--- config.mk ---
export PLATFORM = sky130hd
export DESIGN_NAME = hdmi_out_tgen
export DESIGN_NICKNAME = d
export VERILOG_FILES = /design/src/rtl/video_pkg.sv /design/src/rtl/video_tcnt.sv /design/src/rtl/hdmi_out_tgen.sv
export SDC_FILE = /design/constraint.sdc
export NUM_CORES = 1
export LEC_CHECK = 0
export BUFFER_PORTS_ARGS = -buffer_cell sky130_fd_sc_hd__buf_2
export CAP_MARGIN = 20
export CORE_MARGIN = 2
export CORE_UTILIZATION = 56
export DETAILED_ROUTE_END_ITERATION = 8
export PLACE_DENSITY_LB_ADDON = 0.1
export SETUP_SLACK_MARGIN = 0.15
export SLEW_MARGIN = 10
export SYNTH_ARGS = -nofsm -noshare
export SYNTH_HDL_FRONTEND = slang
export SYNTH_SLANG_ARGS = --single-unit
--- constraint.sdc ---
create_clock -name clk_i -period 9.55 [get_ports clk_i]
set_clock_uncertainty 0.05 [all_clocks]
set_input_delay 0.955 -clock clk_i [delete_from_list [all_inputs] [get_ports clk_i]]
set_output_delay 0.955 -clock clk_i [all_outputs]
set_load 0.005 [all_outputs]
--- src/rtl/video_pkg.sv ---
// Shared video constants: 1080p60 CEA-861 timing and RGB888 pixel format.
package video_pkg;

   localparam int H_ACT_1080  = 1920;
   localparam int H_FP_1080   = 88;
   localparam int H_SYNC_1080 = 44;
   localparam int H_BP_1080   = 148;
   localparam int V_ACT_1080  = 1080;
   localparam int V_FP_1080   = 4;
   localparam int V_SYNC_1080 = 5;
   localparam int V_BP_1080   = 36;
   localparam int CNT_W_DEF   = 12;

   localparam int PIX_W = 24;

   typedef logic [PIX_W-1:0] rgb_t;

   localparam rgb_t BLACK = 24'h0;

endpackage

--- src/rtl/video_tcnt.sv ---
// Raster h/v counters with active and sync region decodes.
// Next-state counts are exported so callers can pre-register decodes.
module video_tcnt
   import video_pkg::*;
#(
   parameter int H_ACT  = H_ACT_1080,
   parameter int H_FP   = H_FP_1080,
   parameter int H_SYNC = H_SYNC_1080,
   parameter int H_BP   = H_BP_1080,
   parameter int V_ACT  = V_ACT_1080,
   parameter int V_FP   = V_FP_1080,
   parameter int V_SYNC = V_SYNC_1080,
   parameter int V_BP   = V_BP_1080,
   parameter int CNT_W  = CNT_W_DEF
) (
   input  logic             clk_i,
   input  logic             rst_i,
   output logic [CNT_W-1:0] h_nxt_o,
   output logic [CNT_W-1:0] v_nxt_o,
   output logic             act_o,
   output logic             hs_o,
   output logic             vs_o,
   output logic             org_o
);

   localparam int H_TOT = H_ACT + H_FP + H_SYNC + H_BP;
   localparam int V_TOT = V_ACT + V_FP + V_SYNC + V_BP;

   localparam logic [CNT_W-1:0] H_LAST = CNT_W'(H_TOT - 1);
   localparam logic [CNT_W-1:0] V_LAST = CNT_W'(V_TOT - 1);
   localparam logic [CNT_W-1:0] H_AE   = CNT_W'(H_ACT);
   localparam logic [CNT_W-1:0] V_AE   = CNT_W'(V_ACT);
   localparam logic [CNT_W-1:0] HS_B   = CNT_W'(H_ACT + H_FP);
   localparam logic [CNT_W-1:0] HS_E   = CNT_W'(H_ACT + H_FP + H_SYNC);
   localparam logic [CNT_W-1:0] VS_B   = CNT_W'(V_ACT + V_FP);
   localparam logic [CNT_W-1:0] VS_E   = CNT_W'(V_ACT + V_FP + V_SYNC);

   logic [CNT_W-1:0] h_q, h_d;
   logic [CNT_W-1:0] v_q, v_d;

   always_comb begin
      h_d = h_q + 1'b1;
      v_d = v_q;
      if (h_q == H_LAST) begin
         h_d = '0;
         v_d = (v_q == V_LAST) ? '0 : v_q + 1'b1;
      end
      if (rst_i) begin
         h_d = '0;
         v_d = '0;
      end
   end

   always_ff @(posedge clk_i) begin
      h_q <= h_d;
      v_q <= v_d;
   end

   assign h_nxt_o = h_d;
   assign v_nxt_o = v_d;
   assign act_o   = (h_q < H_AE) && (v_q < V_AE);
   assign hs_o    = (h_q >= HS_B) && (h_q < HS_E);
   assign vs_o    = (v_q >= VS_B) && (v_q < VS_E);
   assign org_o   = (h_q == '0) && (v_q == '0);

endmodule

--- src/rtl/hdmi_out_tgen.sv ---
// HDMI transmit timing generator: windowed FWFT pixel pull, border fill,
// underrun substitution and accounting, start-of-frame pulse.
module hdmi_out_tgen
   import video_pkg::*;
#(
   parameter int H_ACT  = H_ACT_1080,
   parameter int H_FP   = H_FP_1080,
   parameter int H_SYNC = H_SYNC_1080,
   parameter int H_BP   = H_BP_1080,
   parameter int V_ACT  = V_ACT_1080,
   parameter int V_FP   = V_FP_1080,
   parameter int V_SYNC = V_SYNC_1080,
   parameter int V_BP   = V_BP_1080,
   parameter int HS_POL = 1,
   parameter int VS_POL = 1,
   parameter int CNT_W  = CNT_W_DEF
) (
   input  logic             clk_i,
   input  logic             rst_i,
   input  logic [CNT_W-1:0] win_x_i,
   input  logic [CNT_W-1:0] win_y_i,
   input  logic [CNT_W-1:0] win_w_i,
   input  logic [CNT_W-1:0] win_h_i,
   input  logic [23:0]      border_i,
   input  logic             pix_valid_i,
   input  logic [23:0]      pix_data_i,
   output logic             pix_rd_o,
   output logic             sof_o,
   output logic             vs_out,
   output logic             hs_out,
   output logic             de_out,
   output logic [23:0]      data_out,
   output logic [15:0]      underrun_cnt_o,
   output logic             underrun_flag_o
);

   localparam int CW1 = CNT_W + 1;

   localparam logic [CNT_W:0] X_LIM = CW1'(H_ACT);
   localparam logic [CNT_W:0] Y_LIM = CW1'(V_ACT);
   localparam logic           HSP   = (HS_POL != 0);
   localparam logic           VSP   = (VS_POL != 0);

   function automatic logic [CNT_W:0] clip_end(
      input logic [CNT_W-1:0] s,
      input logic [CNT_W-1:0] l,
      input logic [CNT_W:0]   lim
   );
      logic [CNT_W:0] e;
      e = {1'b0, s} + {1'b0, l};
      return (e > lim) ? lim : e;
   endfunction

   logic [CNT_W-1:0] h_nxt, v_nxt;
   logic             act, hs, vs, org;

   video_tcnt #(
      .H_ACT  (H_ACT),
      .H_FP   (H_FP),
      .H_SYNC (H_SYNC),
      .H_BP   (H_BP),
      .V_ACT  (V_ACT),
      .V_FP   (V_FP),
      .V_SYNC (V_SYNC),
      .V_BP   (V_BP),
      .CNT_W  (CNT_W)
   ) u_tcnt (
      .clk_i   (clk_i),
      .rst_i   (rst_i),
      .h_nxt_o (h_nxt),
      .v_nxt_o (v_nxt),
      .act_o   (act),
      .hs_o    (hs),
      .vs_o    (vs),
      .org_o   (org)
   );

   logic [CNT_W-1:0] wx_q, wx_d, wy_q, wy_d;
   logic [CNT_W:0]   xe_q, xe_d, ye_q, ye_d;
   logic             load;
   logic             in_win_q, in_win_d;

   // Window reloads on the edge that enters (0,0), so it is stable all frame
   assign load = (h_nxt == '0) && (v_nxt == '0);

   always_comb begin
      wx_d = wx_q;
      wy_d = wy_q;
      xe_d = xe_q;
      ye_d = ye_q;
      if (load) begin
         wx_d = win_x_i;
         wy_d = win_y_i;
         xe_d = clip_end(win_x_i, win_w_i, X_LIM);
         ye_d = clip_end(win_y_i, win_h_i, Y_LIM);
      end
      in_win_d = ({1'b0, h_nxt} >= {1'b0, wx_d}) &&
                 ({1'b0, h_nxt} <  xe_d) &&
                 ({1'b0, v_nxt} >= {1'b0, wy_d}) &&
                 ({1'b0, v_nxt} <  ye_d);
   end

   assign pix_rd_o = in_win_q & ~rst_i;

   logic  ur;
   rgb_t  data_d;

   assign ur = pix_rd_o & ~pix_valid_i;

   always_comb begin
      data_d = BLACK;
      if (pix_rd_o) begin
         data_d = pix_valid_i ? pix_data_i : BLACK;
      end else if (act) begin
         data_d = border_i;
      end
   end

   logic [15:0] fcnt_q;
   logic [15:0] ucnt_q;
   logic        flag_q;
   logic        de_q, hs_q, vs_q, sof_q;
   rgb_t        data_q;

   always_ff @(posedge clk_i) begin
      wx_q     <= wx_d;
      wy_q     <= wy_d;
      xe_q     <= xe_d;
      ye_q     <= ye_d;
      in_win_q <= in_win_d;
      if (rst_i) begin
         de_q   <= 1'b0;
         hs_q   <= ~HSP;
         vs_q   <= ~VSP;
         sof_q  <= 1'b0;
         data_q <= BLACK;
         fcnt_q <= '0;
         ucnt_q <= '0;
         flag_q <= 1'b0;
      end else begin
         de_q   <= act;
         hs_q   <= hs ~^ HSP;
         vs_q   <= vs ~^ VSP;
         sof_q  <= org;
         data_q <= data_d;
         if (org) begin
            ucnt_q <= fcnt_q;
            fcnt_q <= {15'd0, ur};
         end else if (ur && (fcnt_q != 16'hFFFF)) begin
            fcnt_q <= fcnt_q + 16'd1;
         end
         if (ur) begin
            flag_q <= 1'b1;
         end
      end
   end

   assign de_out          = de_q;
   assign hs_out          = hs_q;
   assign vs_out          = vs_q;
   assign sof_o           = sof_q;
   assign data_out        = data_q;
   assign underrun_cnt_o  = ucnt_q;
   assign underrun_flag_o = flag_q;

endmodule
# Word level (Yosys, flattened, before mapping)
# Index checks and enable logic that the tools add are counted.
# Widths: inputs -> output; s select.
# word_totals
out_inout_bits	46
ff_bits	136
input_bits	99
word_cells	71
# op_classes
n_mux	16
add_sub_neg	5
bitwise_logic	4
magnitude_cmp	12
reduce_logical	15
n_eq_ne	3
# op_table
cell	n
$mux 12	7
$mux 24	3
$mux 13	4
$logic_not 12->1	4
$lt 12x11->1 const B	3
$add 12x12->13	2
$gt 13x11->1 const B	2
$lt 12x13->1	2
$add 12x1->12 const B	2
$ge 12x11->1 const B	2
$ge 12x12->1	2
$add 16x1->16 const B	1
$ne 16x16->1 const B	1
$eq 12x11->1 const B	1
$eq 12x12->1 const B	1
$lt 12x12->1 const B	1
$logic_and 1x1->1	9
$and 1x1->1	2
$mux 1	2
$not 1->1	2
$reduce_bool 2->1	1
$reduce_or 2->1	1

# Logic depth before layout (Yosys ltp)
# depth
ltp_word	11
mapped_depth	22
mapped_depth_nobuf	19

# Modules after synthesis
# Synthesis repeated with hierarchy kept, for this count alone.
# unflattened
hier_cells	837
area_unflattened_um2	7488.4
# modules_own_cells
mod	area_per_inst_um2	n_inst	cells_each	seq_area_each_um2
hdmi_out_tgen	6247.2	1	689	2242.2
video_tcnt	1241.2	1	148	480.5

# Worst setup path before layout
# OpenSTA, ideal clock, no wires.
# synth_path
path_type	input port to flip-flop
start	input win_x_i[0]
end	register in_win_q
arrival_time_ns	5.008
path_buffers	1
slack_ns	4.412
required_time_ns	9.421
stages	19
path_cell_list	ha_1 -> fa_1 -> a21o_1 -> a2111o_1 -> and2_1 -> a21o_1 -> o31a_1 -> a211oi_2 -> buf_2 -> a22oi_1 -> ha_1 -> a21o_1 -> a21o_1 -> a21o_1 -> a221oi_1 -> o21ai_0 -> a211oi_1 -> o211ai_1 -> a211oi_2
# synth_between
elab_chain_len	8
elab_cells_between_ends	10
classes_between	1 x add/sub; 3 x order compare; 3 x mux; 3 x reduce/logical
# synth_rtl
element	line_no	text
start: declaration	hdmi_out_tgen.sv:20	input logic [CNT_W-1:0] win_x_i,
$add 12x12->13	hdmi_out_tgen.sv:50	e = {1'b0, s} + {1'b0, l};
$gt 13x11->1	hdmi_out_tgen.sv:51	return (e > lim) ? lim : e;
$mux 13	hdmi_out_tgen.sv:51	
$mux 13	hdmi_out_tgen.sv:91	if (load) begin
$lt 12x13->1	hdmi_out_tgen.sv:98	({1'b0, h_nxt} < xe_d) &&
$logic_and 1x1->1 *	hdmi_out_tgen.sv:97	in_win_d = ({1'b0, h_nxt} >= {1'b0, wx_d}) &&
$logic_and 1x1->1 *	hdmi_out_tgen.sv:98	
$logic_and 1x1->1 *	hdmi_out_tgen.sv:99	({1'b0, v_nxt} >= {1'b0, wy_d}) &&
via in_win_d	hdmi_out_tgen.sv:81	logic in_win_q, in_win_d;
end signal: assignment	hdmi_out_tgen.sv:130	in_win_q <= in_win_d;
end: declaration	hdmi_out_tgen.sv:81	
# Mark *: on every way through the listed nets, which the timed path passes. The rest lies on a longest branch.
# A chain may end at the register's enable or synchronous reset.

# Worst setup path after layout
# layout_path
start	register u_tcnt.h_q[9]
end	register in_win_q
# layout_between
elab_chain_len	10
elab_cells_between_ends	20
classes_between	1 x add/sub; 4 x order compare; 1 x eq/ne; 8 x mux; 6 x reduce/logical
# layout_rtl
element	line_no	text
start: declaration	video_tcnt.sv:38	logic [CNT_W-1:0] h_q, h_d;
start signal: assignment	video_tcnt.sv:55	h_q <= h_d;
$add 12x1->12 / $eq 12x12->1 (equally long branches)	video_tcnt.sv:42, video_tcnt.sv:44	
$mux 12	video_tcnt.sv:44	if (h_q == H_LAST) begin
$mux 12	video_tcnt.sv:48	if (rst_i) begin
$logic_not 12->1	hdmi_out_tgen.sv:84	assign load = (h_nxt == '0) && (v_nxt == '0);
$logic_and 1x1->1	hdmi_out_tgen.sv:84	
$mux 13 / $mux 12 (equally long branches)	hdmi_out_tgen.sv:91	
$lt 12x13->1 / $ge 12x12->1 (equally long branches)	hdmi_out_tgen.sv:98, hdmi_out_tgen.sv:97	
$logic_and 1x1->1	hdmi_out_tgen.sv:97	
$logic_and 1x1->1	hdmi_out_tgen.sv:98	
$logic_and 1x1->1 *	hdmi_out_tgen.sv:99	
via in_win_d	hdmi_out_tgen.sv:81	
# Marked as above.

==> results.ini <==
[detailed_routing]
wl_mm=19.1
num_vias=7002
drc=0
ant_nets=0
vias_per_cell=5.77
drt-initial-drc-count=439
routedWlPerCell_um=15.7
dr.pass1.iters=5

[clock_network]
cts-root-buf=clkbuf_16
worstSkewPairLatency_ns=0.43
cts-resized-gates=0
ctsHoldBuffers=0
h-tree-depth=4
cts_tree=done
clk_pin_slew_worst_paths_ns=0.07
cts.path.max_buffers=2
cts_made_buffers=17
clock-sinks=136
cts_setup_buffers=0

[setup_path]
path_cells=or4_4 > or4_1 > nor3_1 > a41o_1 > o21a_1 > nand4_4 > buf_4 > a211oi_2 > a22oi_1 > ha_1 > a21o_1 > a21o_1 > a21o_1 > a221oi_1 > o21ai_0 > a211oi_1 > o211ai_1 > a211oi_2
slowest_stage=or4_1
crit_type=flip-flop to flip-flop
path_buf_inv=1
crit_path_end_kind=flip-flop
crit_top_cell=a21o_1
path_max_fanout=59
cp.arrival_ns=6.46
max_stage_delay_ns=0.79
critPathTopFamily=compound AO/OA/AOI/OAI gates
worst_setup_path_start_kind=flip-flop
worst_ep_required_time_ns=9.85

[synthesis]
synth_flop_cell=dfxtp_1
syn_area_per_cell_um2=8.90
synth.yosys.seq_area_share_pct=34.2
synth_edf_count=0
synth.distinct_cells=72
yosys_warnings=0
syn_inst=894
synthArstFlopShare_pct=0
synth.cell_area_um2=7950
synth.net_count=1070
synth-seq-cells=136

[global_routing]
grt_max_degree=60
grt_usage_pct=25.3
grt_pass1_vias=6332
grt.overflow.total=0
antenna_found_initial=0
grt_pass1_wl_mm=30.3

[final_layout]
fin_nets=1197
drive_above_1_share_pct=19.6
area_growth_pct=17.2
num_antenna_cells=0
utilization_pct=67.1
fin_area_um2=9320

[sta]
final_max_slew_viol_count=0
rsz0062_at_grt=false
fmax_ghz=0.162
setup-tns-final_ns=0
hold_viol=0
slew_headroom_pct=42.1
min_period_ns=6.16
tightestPinTransition_ns=0.869
setup_violations=0
finalCritPeriodShare_pct=64.5

[flow_run]
drv_cap=0

[floorplanning]
fp-row-count=43
initial_core_util_pct=57.3
die_x_um=123
fp.dieH_um=123
dieArea_um2=15200
ios=145
core_area_um2=13900

[place]
portBuffers=144
placed_cell_area_um2=8740
gp_congestion=0.937
dp_hpwl_mm=14.6

[power]
power-per-cell-area_nw_per_um2=166
peakVddDrop_v=0.000123
p_leak_nw=4.42

[status]
outcome=completed

[worst_hold_path]
worst_hold_path_type=flip-flop to flip-flop

[worst reg2reg max path, cell delays in order (launching register included)]
cell and delay, ns:
dfxtp_1 0.35, or4_4 0.55, or4_1 0.79, nor3_1 0.42
a41o_1 0.32, o21a_1 0.24, nand4_4 0.11, buf_4 0.34
a211oi_2 0.77, a22oi_1 0.18, ha_1 0.35, a21o_1 0.17
a21o_1 0.17, a21o_1 0.17, a221oi_1 0.40, o21ai_0 0.13
a211oi_1 0.24, o211ai_1 0.14, a211oi_2 0.20
[layout make-up]
cell class / instances / area, µm²
clock inverters: 15 / 154
multi-input cells: 661 / 4820
flip-flops and latches: 136 / 2720
inverters: 56 / 210
well taps: 180 / 225
fillers: 1201 / 4560
clock buffers: 17 / 425
repair buffers: 149 / 758
[metrics by stage]
stage          total power (W)  hold WS (ns)  setup WS [ns]  std cells
4_1_cts                0.00155         0.398           3.47       1214
5_1_grt                0.00162         0.419           3.05       1214
3_3_place_gp          0.000905         0.375           3.60       1182
2_1_floorplan         0.000834         0.360           4.41        894
6_report               0.00154         0.397           3.39       1214
3_5_place_dp          0.000909         0.383           3.54       1182
[metal layers]
metal,global-route usage [%],share of wire [%],vias up
li1,-,-,3547
met1,35.8,48,3251
met2,38.8,46,173
met3,4.94,5.1,31
met4,8.03,1.6,0
met5,0,0,-
[synthesized netlist by cell type (3+ instances only)]
master / number / area, µm²
o22ai_1: 6 / 37.5
xnor2_1: 19 / 166
and3_1: 9 / 56.3
a2111oi_0: 3 / 26.3
buf_2: 11 / 55.1
nor3_1: 21 / 105
o22a_1: 4 / 35.0
nor4_1: 5 / 31.3
nand2b_1: 8 / 50.1
a211oi_1: 9 / 67.6
xor2_1: 13 / 114
o2111ai_1: 3 / 26.3
or2_2: 4 / 25.0
nand3_1: 16 / 80.1
inv_1: 56 / 210
mux2i_1: 43 / 430
a22o_1: 33 / 289
o21ai_0: 30 / 150
and2_1: 10 / 62.6
a311oi_1: 3 / 26.3
o31ai_1: 3 / 22.5
a41oi_1: 4 / 35.0
a22oi_1: 12 / 90.1
a21o_1: 24 / 180
dfxtp_1: 136 / 2720
nor2b_1: 10 / 62.6
nor2_1: 84 / 315
buf_6: 4 / 45.0
or4_1: 3 / 22.5
clkbuf_1: 22 / 82.6
a2bb2oi_1: 7 / 61.3
o211a_1: 3 / 30.0
and4_1: 9 / 78.8
nand2_1: 52 / 195
a31o_2: 4 / 35.0
a21oi_1: 43 / 215
or3_1: 16 / 100
a31oi_1: 8 / 50.1
ha_1: 75 / 938
nand4_1: 20 / 125
[path summary, 6_finish.rpt]
path,startpoint,to,slack (ns),cells past startpoint
setup / recovery,u_tcnt.h_q[9]$_DFF_P_,in_win_q$_DFF_P_,3.39,18
hold / removal,ye_q[11]$_DFF_P_,ye_q[11]$_DFF_P_,0.40,2
setup reg to reg,u_tcnt.h_q[9]$_DFF_P_,in_win_q$_DFF_P_,3.39,18
hold reg to reg,ye_q[11]$_DFF_P_,ye_q[11]$_DFF_P_,0.40,2
[power by group]
part           switching, W  internal, W
clock              0.000277     0.000369
combinational      0.000154     0.000124
sequential        0.0000135     0.000607
[cell usage in the layout (no fill, tap or decap), types with 7 or more instances in the layout]
cell       count
and4_1         9
o21ai_0       30
ha_1          75
and2_1        10
buf_2        144
nand2_1       52
a21oi_1       43
xor2_1        13
xnor2_1       19
clkbuf_16     17
nor2b_1       10
a211oi_1       9
a21o_1        24
inv_6          9
mux2i_1       43
a22oi_1       12
inv_1         56
a2bb2oi_1      7
dfxtp_1      136
nand3_1       16
nor2_1        84
a31oi_1        8
nand4_1       20
nor3_1        21
a22o_1        33
or3_1         16
and3_1         9
nand2b_1       8
[kinds of logic after synthesis]
family	share of synthesized area (%)
AO/OA/AOI/OAI	20.4
adder cells (fa/ha/maj)	12.3
multiplexers	5.41
XOR/XNOR	3.52
buffers and inverters	5.22
flip-flops	34.2
AND/OR/NAND/NOR	18.9
[registers in the layout, summed over array words and instances (netlist names)]
signal,count
ye_q,13
underrun_flag_o,1
de_out,1
hs_out,1
xe_q,13
wx_q,12
sof_o,1
vs_out,1
in_win_q,1
u_tcnt.h_q,12
u_tcnt.v_q,12
underrun_cnt_o,16
fcnt_q,16
data_out,24
wy_q,12
No activity file was read; power rests on OpenSTA's default activity.
